<file path="src/rtl/ddr4_refresh_scheduler.sv">
// DDR4 refresh-request scheduler: counts tREFI intervals, tracks owed refreshes and
// holds off for tRFC after each accepted refresh. Optional macro REF_STATS_EN adds ref_count.
module ddr4_refresh_scheduler #(
  parameter int unsigned TREFI_CYC    = 390,
  parameter int unsigned TRFC_CYC     = 18,
  parameter int unsigned MAX_POSTPONE = 8
) (
  input  logic        clk_50mhz,
  input  logic        rst_50mhz,
  input  logic        init_done,
  input  logic        ref_ack,
  output logic        ref_req,
  output logic        ref_urgent,
  output logic        ref_busy,
  output logic [3:0]  pending_cnt,
  output logic        ref_overflow,
`ifdef REF_STATS_EN
  output logic [15:0] ref_count,
`endif
  output logic [1:0]  dbg_state_o
);

  // Handshake: ref_req is a level; ref_ack is a one-cycle pulse that is accepted
  // only in a cycle where ref_req is high (and init_done is high), ignored otherwise.

  typedef enum logic [1:0] {
    ST_DISABLED = 2'd0,
    ST_COUNT    = 2'd1,
    ST_RFC      = 2'd2
  } state_t;

  localparam logic [15:0] TREFI_LAST = 16'(TREFI_CYC - 1);
  localparam logic [7:0]  RFC_LOAD   = 8'(TRFC_CYC - 1);
  localparam logic [3:0]  PEND_SAT   = 4'(MAX_POSTPONE + 1);
  localparam logic [3:0]  PEND_URG   = 4'(MAX_POSTPONE);

  state_t      state_q, state_d;
  logic [15:0] intv_q, intv_d;
  logic [7:0]  rfc_q, rfc_d;
  logic [3:0]  pend_q, pend_d;
  logic        ovf_q, ovf_d;
  logic        tick;
  logic        ack_acc;

  always_ff @(posedge clk_50mhz or posedge rst_50mhz) begin
    if (rst_50mhz) begin
      state_q <= ST_DISABLED;
      intv_q  <= '0;
      rfc_q   <= '0;
      pend_q  <= '0;
      ovf_q   <= 1'b0;
    end else begin
      state_q <= state_d;
      intv_q  <= intv_d;
      rfc_q   <= rfc_d;
      pend_q  <= pend_d;
      ovf_q   <= ovf_d;
    end
  end

  always_comb begin
    state_d = state_q;
    intv_d  = intv_q;
    rfc_d   = rfc_q;
    pend_d  = pend_q;
    ovf_d   = ovf_q;
    tick    = (intv_q == TREFI_LAST);
    ack_acc = init_done && ref_ack && ref_req;

    if (!init_done) begin
      // Overflow is sticky across disable; only reset clears it.
      state_d = ST_DISABLED;
      intv_d  = '0;
      rfc_d   = '0;
      pend_d  = '0;
    end else begin
      case (state_q)
        ST_DISABLED: begin
          state_d = ST_COUNT;
        end
        ST_COUNT, ST_RFC: begin
          intv_d = tick ? 16'd0 : intv_q + 16'd1;
          // A tick and an accepted ack in the same cycle cancel out.
          if (tick && !ack_acc) begin
            if (pend_q == PEND_SAT) ovf_d = 1'b1;
            else                    pend_d = pend_q + 4'd1;
          end else if (ack_acc && !tick) begin
            pend_d = pend_q - 4'd1;
          end

          if (state_q == ST_COUNT) begin
            if (ack_acc) begin
              state_d = ST_RFC;
              rfc_d   = RFC_LOAD;
            end
          end else if (rfc_q == 8'd0) begin
            state_d = ST_COUNT;
          end else begin
            rfc_d = rfc_q - 8'd1;
          end
        end
        default: begin
          state_d = ST_DISABLED;
        end
      endcase
    end
  end

  assign ref_req      = (state_q == ST_COUNT) && (pend_q != 4'd0);
  assign ref_busy     = (state_q == ST_RFC);
  assign ref_urgent   = (pend_q >= PEND_URG);
  assign pending_cnt  = pend_q;
  assign ref_overflow = ovf_q;
  assign dbg_state_o  = state_q;

`ifdef REF_STATS_EN
  logic [15:0] cnt_q, cnt_d;

  always_comb begin
    cnt_d = cnt_q;
    if (ack_acc && (cnt_q != 16'hFFFF)) cnt_d = cnt_q + 16'd1;
  end

  always_ff @(posedge clk_50mhz or posedge rst_50mhz) begin
    if (rst_50mhz) cnt_q <= '0;
    else           cnt_q <= cnt_d;
  end

  assign ref_count = cnt_q;
`endif

endmodule

</file>
<file path="config.mk">
export PLATFORM = sky130hd
export DESIGN_NAME = ddr4_refresh_scheduler
export DESIGN_NICKNAME = d
export VERILOG_FILES = /design/src/rtl/ddr4_refresh_scheduler.sv
export SDC_FILE = /design/constraint.sdc
export NUM_CORES = 1
export LEC_CHECK = 0
export CAP_MARGIN = 40
export CORE_UTILIZATION = 35
export CTS_CLUSTER_SIZE = 30
export DETAILED_ROUTE_END_ITERATION = 16
export SLEW_MARGIN = 20
export SYNTH_ARGS = -nofsm -noshare
export SYNTH_HDL_FRONTEND = slang
export SYNTH_SLANG_ARGS = --single-unit
</file>
<file path="constraint.sdc">
create_clock -name clk_50mhz -period 2.3 [get_ports clk_50mhz]
set_input_delay 0.69 -clock clk_50mhz [delete_from_list [all_inputs] [get_ports clk_50mhz]]
set_output_delay 0.69 -clock clk_50mhz [all_outputs]
set_load 0.03 [all_outputs]
</file>
==> results, run 1 <==
- For this run, the top clock speed supported by timing is 0.3908 GHz.
- The number of hold buffers added after CTS is 0.
- The number of nets in the synthesized netlist is 224.
- The count of unresolved DRC violations after routing is 0.
- The remaining global-route overflow is 0.
- The number of nets still failing antenna checks after routing is 0.
- Final hold analysis gives a worst-case slack of 0.4685 ns.
- In this run the power spent charging and discharging nets is 1.035 mW.
- The worst path setup slack after routing is -0.2592 ns.
- The kind of path behind the tightest hold check is flop to flop.
- The clock tree from TritonCTS is built.
- The congestion estimate from routability-driven global placement came to 0.7794.
- In this run, CTS created clock tree buffers numbering 5.
- The initial antenna violation count is 0.
- The clock reaches the later pin of the worst-skew pair after 0.28 ns.
- The number of cells on the worst reg-to-reg path is 12.
- The fraction of post-synthesis cell area in the top cell type by area is 40.50%.
- Summing all non-filler instances in the final layout gives an area of 2603 um2.
- The area growth from synthesis to final layout is 35.86%.
- The synthesized design contains 0 enable-type register cells.
- After filler insertion, the fill cell instance count of the layout stands at 503.
- The cell sitting at the root of the clock tree is a clkbuf_8.
- The most repeated cell in the gate-level netlist after synthesis is dfrtp_1.
- At the pin with the least slew margin, the transition time is 0.5512 ns.
- The count of boundary I/O pins is 14.
- The die covers 5773 um2.
- After the last flow step, the layout net total stands at 285.
- The final worst clock skew is 0.008379 ns.
- The fraction of the cycle the final worst path needs is 111.3%.
- The proportion of synthesized flip-flops having asynchronous set or reset is 100.0%.
- Setup violations remaining at the end of the flow were counted as 1.
- The max-slew violation count is 0.
- The critical register-to-register path startpoint is intv_q[1].
- By count the netlist is led by dfrtp_1 (31), nor2_1 (27), nand2_1 (17), inv_1 (13), o21ai_0 (13).
- Clock-pin slew was measured on the worst setup and hold paths at 0.07 ns.
- Summed over all failing endpoints, the final setup total negative slack is -0.2592 ns.
- The worst register-to-register path has a setup slack of -0.26 ns.
- The first-pass GRT wire length is 7769 um.
- The fraction of layout instances using a drive strength above 1 is 27.94%.
- Across the run, the number of max-cap violations was 0.
- The cell row count is 26.
- The maximum VDD drop is 0.5481 mV.
- In this run the standard cell core region covers 5205 um2.
- Yosys attributes the largest share of cell area to dfrtp_1 (40%), ha_1 (5.9%), nor2_1 (5.3%), xor2_1 (4.1%), o21ai_0 (3.4%).
- The number of hold-slack violations in the final timing report is 0.
- Dividing the detail-routed wire length by the instance count gives 13.27 um.
- The overall track demand over capacity in global routing is 16.83%.
- The sequential-to-total area share from yosys stat is 40.50%.
- The worst setup path is captured at a flop.
- For this block, the routed nets add up to 4538 um of wire.
- The fraction of power consumed by the clock network is 16.6%.
- The number of buffers added on ports is 13.
- The arrival time at the worst endpoint is 2.77 ns.
- In this run, the combinational gates consume 53.7% of the power.
- Each instance of the synthesized netlist takes up on average 9.122 um2.
- The number of optimization iterations in the first detailed-route pass is 6.
- Net switching is 40.92% of the power.
- The total number of vias is 1,741.
- The run finished, with violations left.
- In this run, synthesis produced a sequential element count of 31.
- The fraction of power consumed by sequential logic is 29.7%.
- The internal power of the cells totals 1.495 mW.
- The number of different library cells used by synthesis comes to 47.
- The timing startpoint of the critical path is intv_q[1].
- The worst path in the final design needs a cycle of 2.559 ns, including I/O delays and setup.
- The clock passes through at most 2 buffers.
- The most frequently used flop master after synthesis is dfrtp_1.
- After legalization and detailed placement, the total HPWL measured 3383 um.
- The endpoint of the lowest-slack register-to-register path is pending_cnt[3].
- The worst pin sits at a relative slew slack of 63.22%.
- Along the worst path, the maximum fanout reaches 2.
- Entering global routing, the biggest net connects 22 pins.
- The most critical setup path has its endpoint at pending_cnt[3].
- The CTS sink count is 31.
- For this configuration, the core starts out at a cell density of 36.80%.
- The count of mapped cells out of synthesis is 210.
- The die extent in y is 75.98 um.
- The cell area that synthesis handed to floorplanning was 1916 um2.
- The post-placement cell area is 2480 um2.
- The detailed router finished its first iteration with 93 violations.
- STA classifies the critical path startpoint as a flop.
- The worst setup path is of the flop to flop kind.
- Data on the critical path is required at its endpoint by 2.51 ns.
- Setup repair after global routing could not meet its margin everywhere.
- The checks that failed: setup timing.
- The H-tree was split into 2 levels.
- The cell area power density is 972.1 nW/um2.
- The number of antenna diodes in the final layout is 0.
- The number of global-route vias before repair came to 1,692.
- The cell taking the most area after synthesis is dfrtp_1.
- During synthesis, Yosys emitted a total of 0 warnings.
- The analysis attributes to cell leakage a power of 1.211 nW.
- The horizontal extent of the die is 75.98 um.
- Dividing the detail-routed via count by the number of cells gives 5.091.
worst max-delay path: stages, from the launching register on:
cell and delay (ns):
dfrtp_1 0.37, inv_1 0.07, ha_1 0.15, nor4b_4 0.24, nand4_2 0.18, nor2_2 0.15, inv_2 0.07, ha_1 0.28
a21o_1 0.10, a21oi_1 0.07, or3_1 0.33, a221o_1 0.33, o211ai_2 0.13
per-layer routing:
| layer | share of wire, % | global-route usage [%] | wire length, um | vias to the layer above |
|---|---|---|---|---|
| li1 | - | - | - | 875 |
| met1 | 50 | 22.14 | 2275 | 837 |
| met2 | 46 | 28.00 | 2089 | 24 |
| met3 | 2.9 | 3.593 | 131 | 5 |
| met4 | 0.93 | 4.615 | 42 | 0 |
| met5 | 0 | 0 | 0 | - |
timing repair:
item                       4_1_cts  5_1_grt
hold endpoints to repair         0        0
pin swaps                        1        3
setup buffers                    0        2
setup endpoints to repair        2        2
gates resized for setup          2        7
placed cells by master, fill, tap and decap left out, types with 7 or more instances in the layout:
cell type         n
xor2_1            9
ha_1              7
nand2_1          16
nor2_1           26
clkdlybuf4s50_1   9
nand3_1           8
buf_4            47
o21ai_0          12
a21oi_1           8
dfrtp_1          26
inv_1            12
how the worst min path moves through the flow:
| stage | from | end | slack [ns] | cells past startpoint |
|---|---|---|---|---|
| 2_1_floorplan | rfc_q[7] | rfc_q[7] | 0.45 | 1 |
| 3_5_place_dp | ref_overflow | ref_overflow | 0.45 | 1 |
| 5_1_grt | ref_overflow | ref_overflow | 0.50 | 1 |
| 3_3_place_gp | ref_overflow | ref_overflow | 0.45 | 1 |
| 4_1_cts | ref_overflow | ref_overflow | 0.48 | 1 |
| 6_report | ref_overflow | ref_overflow | 0.47 | 1 |
power by group through the flow:
stage	clock network [mW]	logic, mW	registers [mW]
after detailed placement	0	1.33	0.761
after CTS	0.432	1.34	0.751
final	0.421	1.36	0.752
after global routing	0.452	1.50	0.768
after floorplan	0	0.753	0.847
after global placement	0	1.31	0.758
state kept, by name, summed over array words and instances, names as in the netlist:
| register | cells |
|---|---|
| pending_cnt | 4 |
| rfc_q | 8 |
| dbg_state_o | 2 |
| intv_q | 16 |
| ref_overflow | 1 |
through the flow:
stage	setup slack (ns)	cells	power [mW]	utilization, %
after floorplan	-0.1865	210	1.600	-
after global placement	-0.4574	332	2.070	47.64
after detailed placement	-0.5198	332	2.092	47.64
after CTS	-0.2565	340	2.520	49.18
after global routing	-0.4385	342	2.721	50.00
final	-0.2592	342	2.530	50.00
cell type report:
cell class,count,area [um2],share of cell area [%]
clock buffer,7,76.32,2.933
clock inverter,1,5.005,0.1923
sequential,31,782.0,30.05
tap,70,87.58,3.365
multi-input combinational,159,1102,42.36
timing repair buffer,60,496.7,19.09
inverter,14,52.55,2.019
cells by family after synthesis:
kind of cell / Yosys count / synth area share [%]
fa+ha+maj: 10 / 6.924
buf+inv: 20 / 3.984
mux: 3 / 1.633
simple gates: 91 / 26.19
compound gates: 41 / 14.37
xor+xnor: 14 / 6.401
flops: 31 / 40.50
(Power assumes the default switching activity.)
==> run 2: changes to the inputs <==
Settings changed: CORE_ASPECT_RATIO set to 1.1, RECOVER_POWER set to 25.
==> results, run 2 (same netlist as run 1, synthesis figures left out) <==
- The worst path setup slack after routing is -0.2320 ns.
- The fraction of the cycle the final worst path needs is 110.1%.
- The number of global-route vias before repair was 1,663.
- The number of nets still failing antenna checks after routing is 0.
- The register containing the most flip-flops in the final layout is intv_q.
- The average vias per placed instance is 5.064.
- The achievable frequency is 0.3949 GHz.
- The run finished, with violations left.
- Counting I/O delays and the setup requirement, the final critical path takes 2.532 ns.
- The library cell used most frequently in the layout, excluding fill and tap cells, is buf_4.
- After filler insertion, the fill cell instance count of the layout stands at 478.
- Max-cap violations in this run came to 0.
- The max-slew violation count is 0.
- The detailed router placed 1,742 vias in this run.
- The critical register-to-register path startpoint is intv_q[1].
- The CTS sink count is 31.
- Counting along the longest clock path gives a buffer depth of 2.
- The number of diodes added for antenna fixing is 0.
- The minimum setup slack among reg-to-reg paths is -0.23 ns.
- The kind of path behind the tightest hold check is flop to flop.
- Entering global routing, the biggest net connects 32 pins.
- The remaining global-route overflow is 0.
- The launch point of the worst hold path is ref_overflow.
- For this block, the initial DRC count from the detailed router was 128.
- The static leakage power is 1.205 nW.
- In the layout the commonest cells are buf_4 (47), nor2_1 (26), dfrtp_1 (26).
- The count of unresolved DRC violations after routing is 0.
- The number of hold-slack violations in the final timing report is 0.
- The sequential cells in the finished layout cover a total of 782.0 um2.
- The clock-pin slew reported for the worst setup and hold paths after clock tree synthesis is 0.07 ns.
- The critical path is of the flop to flop type.
- The cell row count is 27.
- The worst hold path cell count is 1.
- The floorplan step set the die height to 79.59 um.
- The count of boundary I/O pins is 14.
- The type of destination of the critical path is a flop.
- Wires add up to 4508 um.
- The H-tree depth is 2.
- The horizontal extent of the die is 72.54 um.
- Summing all multi-input logic gate instances after layout gives 1090 um2.
- The endpoint identified for the worst register-to-register timing path is pending_cnt[3].
- The insertion delay of the later-clocked pin in the worst-skew pair is 0.29 ns.
- Dividing the detail-routed wire length by the instance count gives 13.10 um.
- The arrival time at the worst endpoint is 2.74 ns.
- The count of non-filler cells in the finished layout is 344.
- Buffers placed on the I/O ports in this run total 13.
- The category of the worst setup path launch point is a flop.
- The post-placement cell count is 334.
- After legalization and detailed placement, the total HPWL measured 3285 um.
- Compared with the post-synthesis result, the final layout area differs by 34.55%.
- For this configuration, the core starts out at a cell density of 37.31%.
- The destination of the worst hold path is ref_overflow.
- The initial antenna violation count is 0.
- Across the VDD grid, the largest voltage drop is 0.4984 mV.
- The first detailed-routing pass took 4 iterations.
- Setup violations remaining at the end of the flow were counted as 1.
- The first-pass GRT wire length is 7700 um.
- The final reports fail on setup timing.
- Setup repair after global routing could not meet its margin everywhere.
- At the end of routability-driven placement, the weighted congestion stood at 0.8011.
- Clock skew on the completed layout was measured at 0.01156 ns.
- The fraction of layout instances using a drive strength above 1 is 27.57%.
- The total power draw is 2.510 mW.
- For the pin with the worst max-slew slack, the measured transition is 0.8016 ns.
- TritonCTS built the clock tree.
- The number of CTS-inserted buffers is 5.
- For this run, the post-layout net count is 285.
- The floorplan step defined a core boundary enclosing 5135 um2.
- The overall track demand over capacity in global routing is 17.53%.
- Clock tree synthesis selected as its root buffer the cell clkbuf_8.
- The critical-path maximum fanout is 2.
- The worst max-slew margin expressed relative to the limit is 46.56%.
- The die covers 5773 um2.
- Power spread over the standard cell area amounts to 974.0 nW/um2.
- The depth of the most critical reg-to-reg path is 12.
- The flip-flop count of the largest register, all copies and words added is 16.
- The required time of the critical path is 2.51 ns.
## run 2: cell types whose count changed in the layout (fill, tap and decap cells not counted), sizes merged
cell	delta
dlygate4sd3	+1
buf	-1
clkdlybuf4s50	-1
clkbuf	+1
## run 2: repair_timing
item | in CTS | in global routing
buffers inserted | 0 | 2
hold buffers | 0 | 0
pin swaps | 0 | 5
gates resized for setup | 1 | 7
setup endpoints to repair | 2 | 2
## run 2: area by class of cell
| cell class | instances | share of cell area, % |
|---|---|---|
| clock buffers | 7 | 2.961 |
| clock inverters | 1 | 0.1942 |
| inverters | 14 | 2.039 |
| multi-input cells | 159 | 42.28 |
| flip-flops and latches | 31 | 30.34 |
| well taps | 72 | 3.495 |
| repair buffers | 60 | 18.69 |
## run 2: per-stage QoR
stage	worst slack, ns	util, %	hold slack [ns]	instance area (um2)	TNS [ns]
2_1_floorplan	-0.1865	-	0.4473	1938	-0.1865
3_3_place_gp	-0.4599	48.10	0.4454	2470	-0.8967
3_5_place_dp	-0.4854	48.10	0.4468	2470	-1.063
4_1_cts	-0.2346	49.66	0.4692	2550	-0.2346
5_1_grt	-0.3408	50.19	0.4829	2577	-0.3441
6_report	-0.2320	50.19	0.4668	2577	-0.2320
## run 2: how the worst max path moves through the flow
stage / from / endpoint / slack (ns) / cells past startpoint
global route: intv_q[1] / pending_cnt[3] / -0.34 / 12
global placement: init_done / pending_cnt[3] / -0.46 / 11
floorplan: pending_cnt[2] / pending_cnt[3] / -0.19 / 10
CTS: intv_q[1] / pending_cnt[3] / -0.23 / 12
detailed placement: init_done / pending_cnt[3] / -0.49 / 11
finish: intv_q[1] / pending_cnt[3] / -0.23 / 12
## run 2: per-layer routing
metal | part of all wire (%) | vias up | GRT usage [%]
li1 | - | 878 | -
met1 | 47 | 820 | 22.56
met2 | 48 | 37 | 28.13
met3 | 2.9 | 7 | 3.409
met4 | 1.9 | 0 | 8.235
met5 | 0 | - | 0
## run 2: report_power, final
group,internal (mW),switching [mW],leakage [nW],total (mW)
Combinational,0.617,0.722,0.748,1.34
Clock,0.212,0.209,0.0422,0.421
Sequential,0.654,0.0970,0.414,0.751
## run 2: worst max-delay path: stages, from the launching register on
cell and delay (ns):
dfrtp_1 0.39, inv_2 0.06, ha_1 0.15, nor4b_4 0.27
nand4_2 0.17, nor2_2 0.14, inv_1 0.07, ha_1 0.28
a21o_1 0.10, a21oi_1 0.06, or3_1 0.32, a221o_1 0.34
o211ai_2 0.13
==> run 3: changes to the inputs <==
Settings changed: RECOVER_POWER 25 to not set.
==> results, run 3 (same netlist as run 1, synthesis figures left out) <==
- The count of non-filler cells in the finished layout is 344.
- 0 antenna diodes ended up in the layout.
- The worst path setup slack after routing is -0.2320 ns.
- The fraction of the cycle the final worst path needs is 110.1%.
- The pin count of the biggest net entering global routing is 32.
- The kind of cell adding the most delay to the critical path is simple AND/OR/NAND/NOR gates.
- Measured along the y axis, the die boundary spans 79.59 um.
- Counting tap cells, the placed design contains a total of 334 instances.
- Using the TritonRoute via totals, the vias-per-cell ratio works out to 5.099.
- The largest buffer count on any clock path is 2.
- The post-placement cell area is 2470 um2.
- STA classifies the critical path startpoint as a flop.
- The min-delay analysis places its worst path in the category flop to flop.
- The achievable frequency is 0.3949 GHz.
- The cell that appears most often on the critical path is ha_1.
- The remaining global-route overflow is 0.
- Measured against its own limit, the worst slew margin works out to 73.46%.
- The clock reaches the later pin of the worst-skew pair after 0.29 ns.
- The critical-path maximum fanout is 2.
- The max-slew violation count is 0.
- In this run the remaining antenna-violating nets after routing total 0.
- The floorplan has 27 rows.
- The CTS root buffer is clkbuf_8.
- Setup repair after global routing could not meet its margin everywhere.
- The sum of buffers and inverters on the critical path is 2.
- The H-tree depth is 2.
- Subtracting the final worst setup slack from the clock period gives 2.532 ns.
- Leaving out fill and tap cells, the most frequent cells in the layout are buf_4 (48), nor2_1 (26), dfrtp_1 (26).
- Summing over every cut layer, the via total after detailed routing is 1,754.
- Global routing used 17.53% of the available tracks across all layers.
- The signal on the critical path passes through inv_2 -> ha_1 -> nor4b_4 -> nand4_2 -> nor2_2 -> inv_1 -> ha_1 -> a21o_1 -> a21oi_1 -> or3_1 -> a221o_1 -> o211ai_2.
- The clock tree from TritonCTS is built.
- The total half-perimeter wirelength after legalization and detailed placement is 3285 um.
- At the end of the flow, the number of nets in the layout was 285.
- At the worst endpoint, the required time is 2.51 ns.
- The final reports fail on setup timing.
- The fraction of layout instances using a drive strength above 1 is 27.57%.
- In this run, post-CTS hold repair placed 0 buffers.
- The total power draw is 2.513 mW.
- More flip-flops sit in one register than any other, and that register is intv_q.
- The tool flagged a number of max-cap violations equal to 0.
- The flip-flop count of the largest register, all copies and words added is 16.
- The detailed router finished its first iteration with 128 violations.
- The number of setup violations in the final report is 1.
- In this design, the stage delay of the slowest critical-path cell is 0.39 ns.
- The number of hold-slack violations in the final timing report is 0.
- The first-pass GRT wire length is 7700 um.
- The horizontal extent of the die is 72.54 um.
- The class of the most critical setup path is flop to flop.
- In this run the power density over the cells is 974.2 nW/um2.
- On the final layout, the worst clock skew is 0.01155 ns.
- The area of the placeable core is 5135 um2.
- The finished layout cell area is 2580 um2.
- The final layout contains routed wiring with a total length of 4521 um.
- The arrival time at the worst endpoint is 2.74 ns.
- The floorplan die area is 5773 um2.
- Counting the fill cells in the layout gives 479.
- The maximum VDD drop is 0.4984 mV.
- Clock-pin slew was measured on the worst setup and hold paths at 0.07 ns.
- The number of global-route vias before repair is 1,663.
- Dividing the detail-routed wire length by the instance count gives 13.14 um.
- The placer's final routability congestion estimate is 0.8011.
- The slowest stage of the critical path is the dfrtp_1 cell.
- The area growth from synthesis to final layout is 34.68%.
- The leading cell type in the layout, fill and taps excluded is buf_4.
- The type of destination of the critical path is a flop.
- The initial antenna violation count came to 0.
- In this run the tool buffered the top-level ports with 13 buffer cells.
- Measured on the finished design, the core utilization comes to 50.24%.
- The effective utilization at floorplan is 37.31%.
- The count of unresolved DRC violations after routing is 0.
- The number of CTS-inserted buffers is 5.
- The static leakage power is 1.205 nW.
- The flow ran to the end, but the final reports show violations.
- The pre-antenna-repair detailed-routing pass consisted of 4 iterations.
- Counting every sink on the clock net gives 31.
- 14 I/O pins were placed.
- The slew at the pin closest to its max-slew limit is 0.3925 ns.
[run 3: cell count changes in the layout (fill, tap and decap cells not counted), sizes merged]
cell	before	now
buf	47	48
clkbuf	8	7
clkdlybuf4s50	8	9
dlygate4sd3	1	0
[run 3: area by class of cell]
cell class / instances / area, um2 / share of cell area (%)
clock inverters: 1 / 5.005 / 0.1940
inverters: 14 / 52.55 / 2.037
repair buffers: 60 / 484.2 / 18.77
clock buffers: 7 / 76.32 / 2.958
flip-flops and latches: 31 / 782.0 / 30.31
multi-input cells: 159 / 1090 / 42.24
well taps: 72 / 90.09 / 3.492
[run 3: layer usage]
| layer | wire length (um) | track usage [%] | up-vias |
|---|---|---|---|
| met5 | 0 | 0 | - |
| met1 | 2124 | 22.56 | 830 |
| met3 | 145 | 3.409 | 11 |
| li1 | - | - | 876 |
| met2 | 2156 | 28.13 | 37 |
| met4 | 95 | 8.235 | 0 |
[run 3: final timing paths]
check / from / end / slack [ns] / cells past startpoint
setup / recovery: intv_q[1] / pending_cnt[3] / -0.23 / 12
hold / removal: ref_overflow / ref_overflow / 0.47 / 1
setup reg to reg: intv_q[1] / pending_cnt[3] / -0.23 / 12
hold reg to reg: ref_overflow / ref_overflow / 0.47 / 1
max in group asynchronous: rst_50mhz / dbg_state_o[1] / 1.19 / 3
min in group asynchronous: rst_50mhz / intv_q[0] / 0.79 / 3
[run 3: repair_timing]
item | 4_1_cts | 5_1_grt
resized for setup | 1 | 7
pin swaps | 0 | 5
buffers inserted | 0 | 2
cloned | 0 | 0
endpoints found under the setup margin | 2 | 2
[run 3: power by group]
group	total (mW)	leakage [nW]	switching, mW	internal [mW]
logic	1.34	0.748	0.723	0.618
clock network	0.421	0.0422	0.209	0.212
registers	0.752	0.414	0.0982	0.654
[run 3: per-stage QoR]
stage / hold slack [ns] / TNS (ns) / worst slack (ns)
6_report: 0.4668 / -0.2320 / -0.2320
5_1_grt: 0.4829 / -0.3441 / -0.3408
4_1_cts: 0.4692 / -0.2346 / -0.2346
3_5_place_dp: 0.4468 / -1.063 / -0.4854
3_3_place_gp: 0.4454 / -0.8967 / -0.4599
2_1_floorplan: 0.4473 / -0.1865 / -0.1865
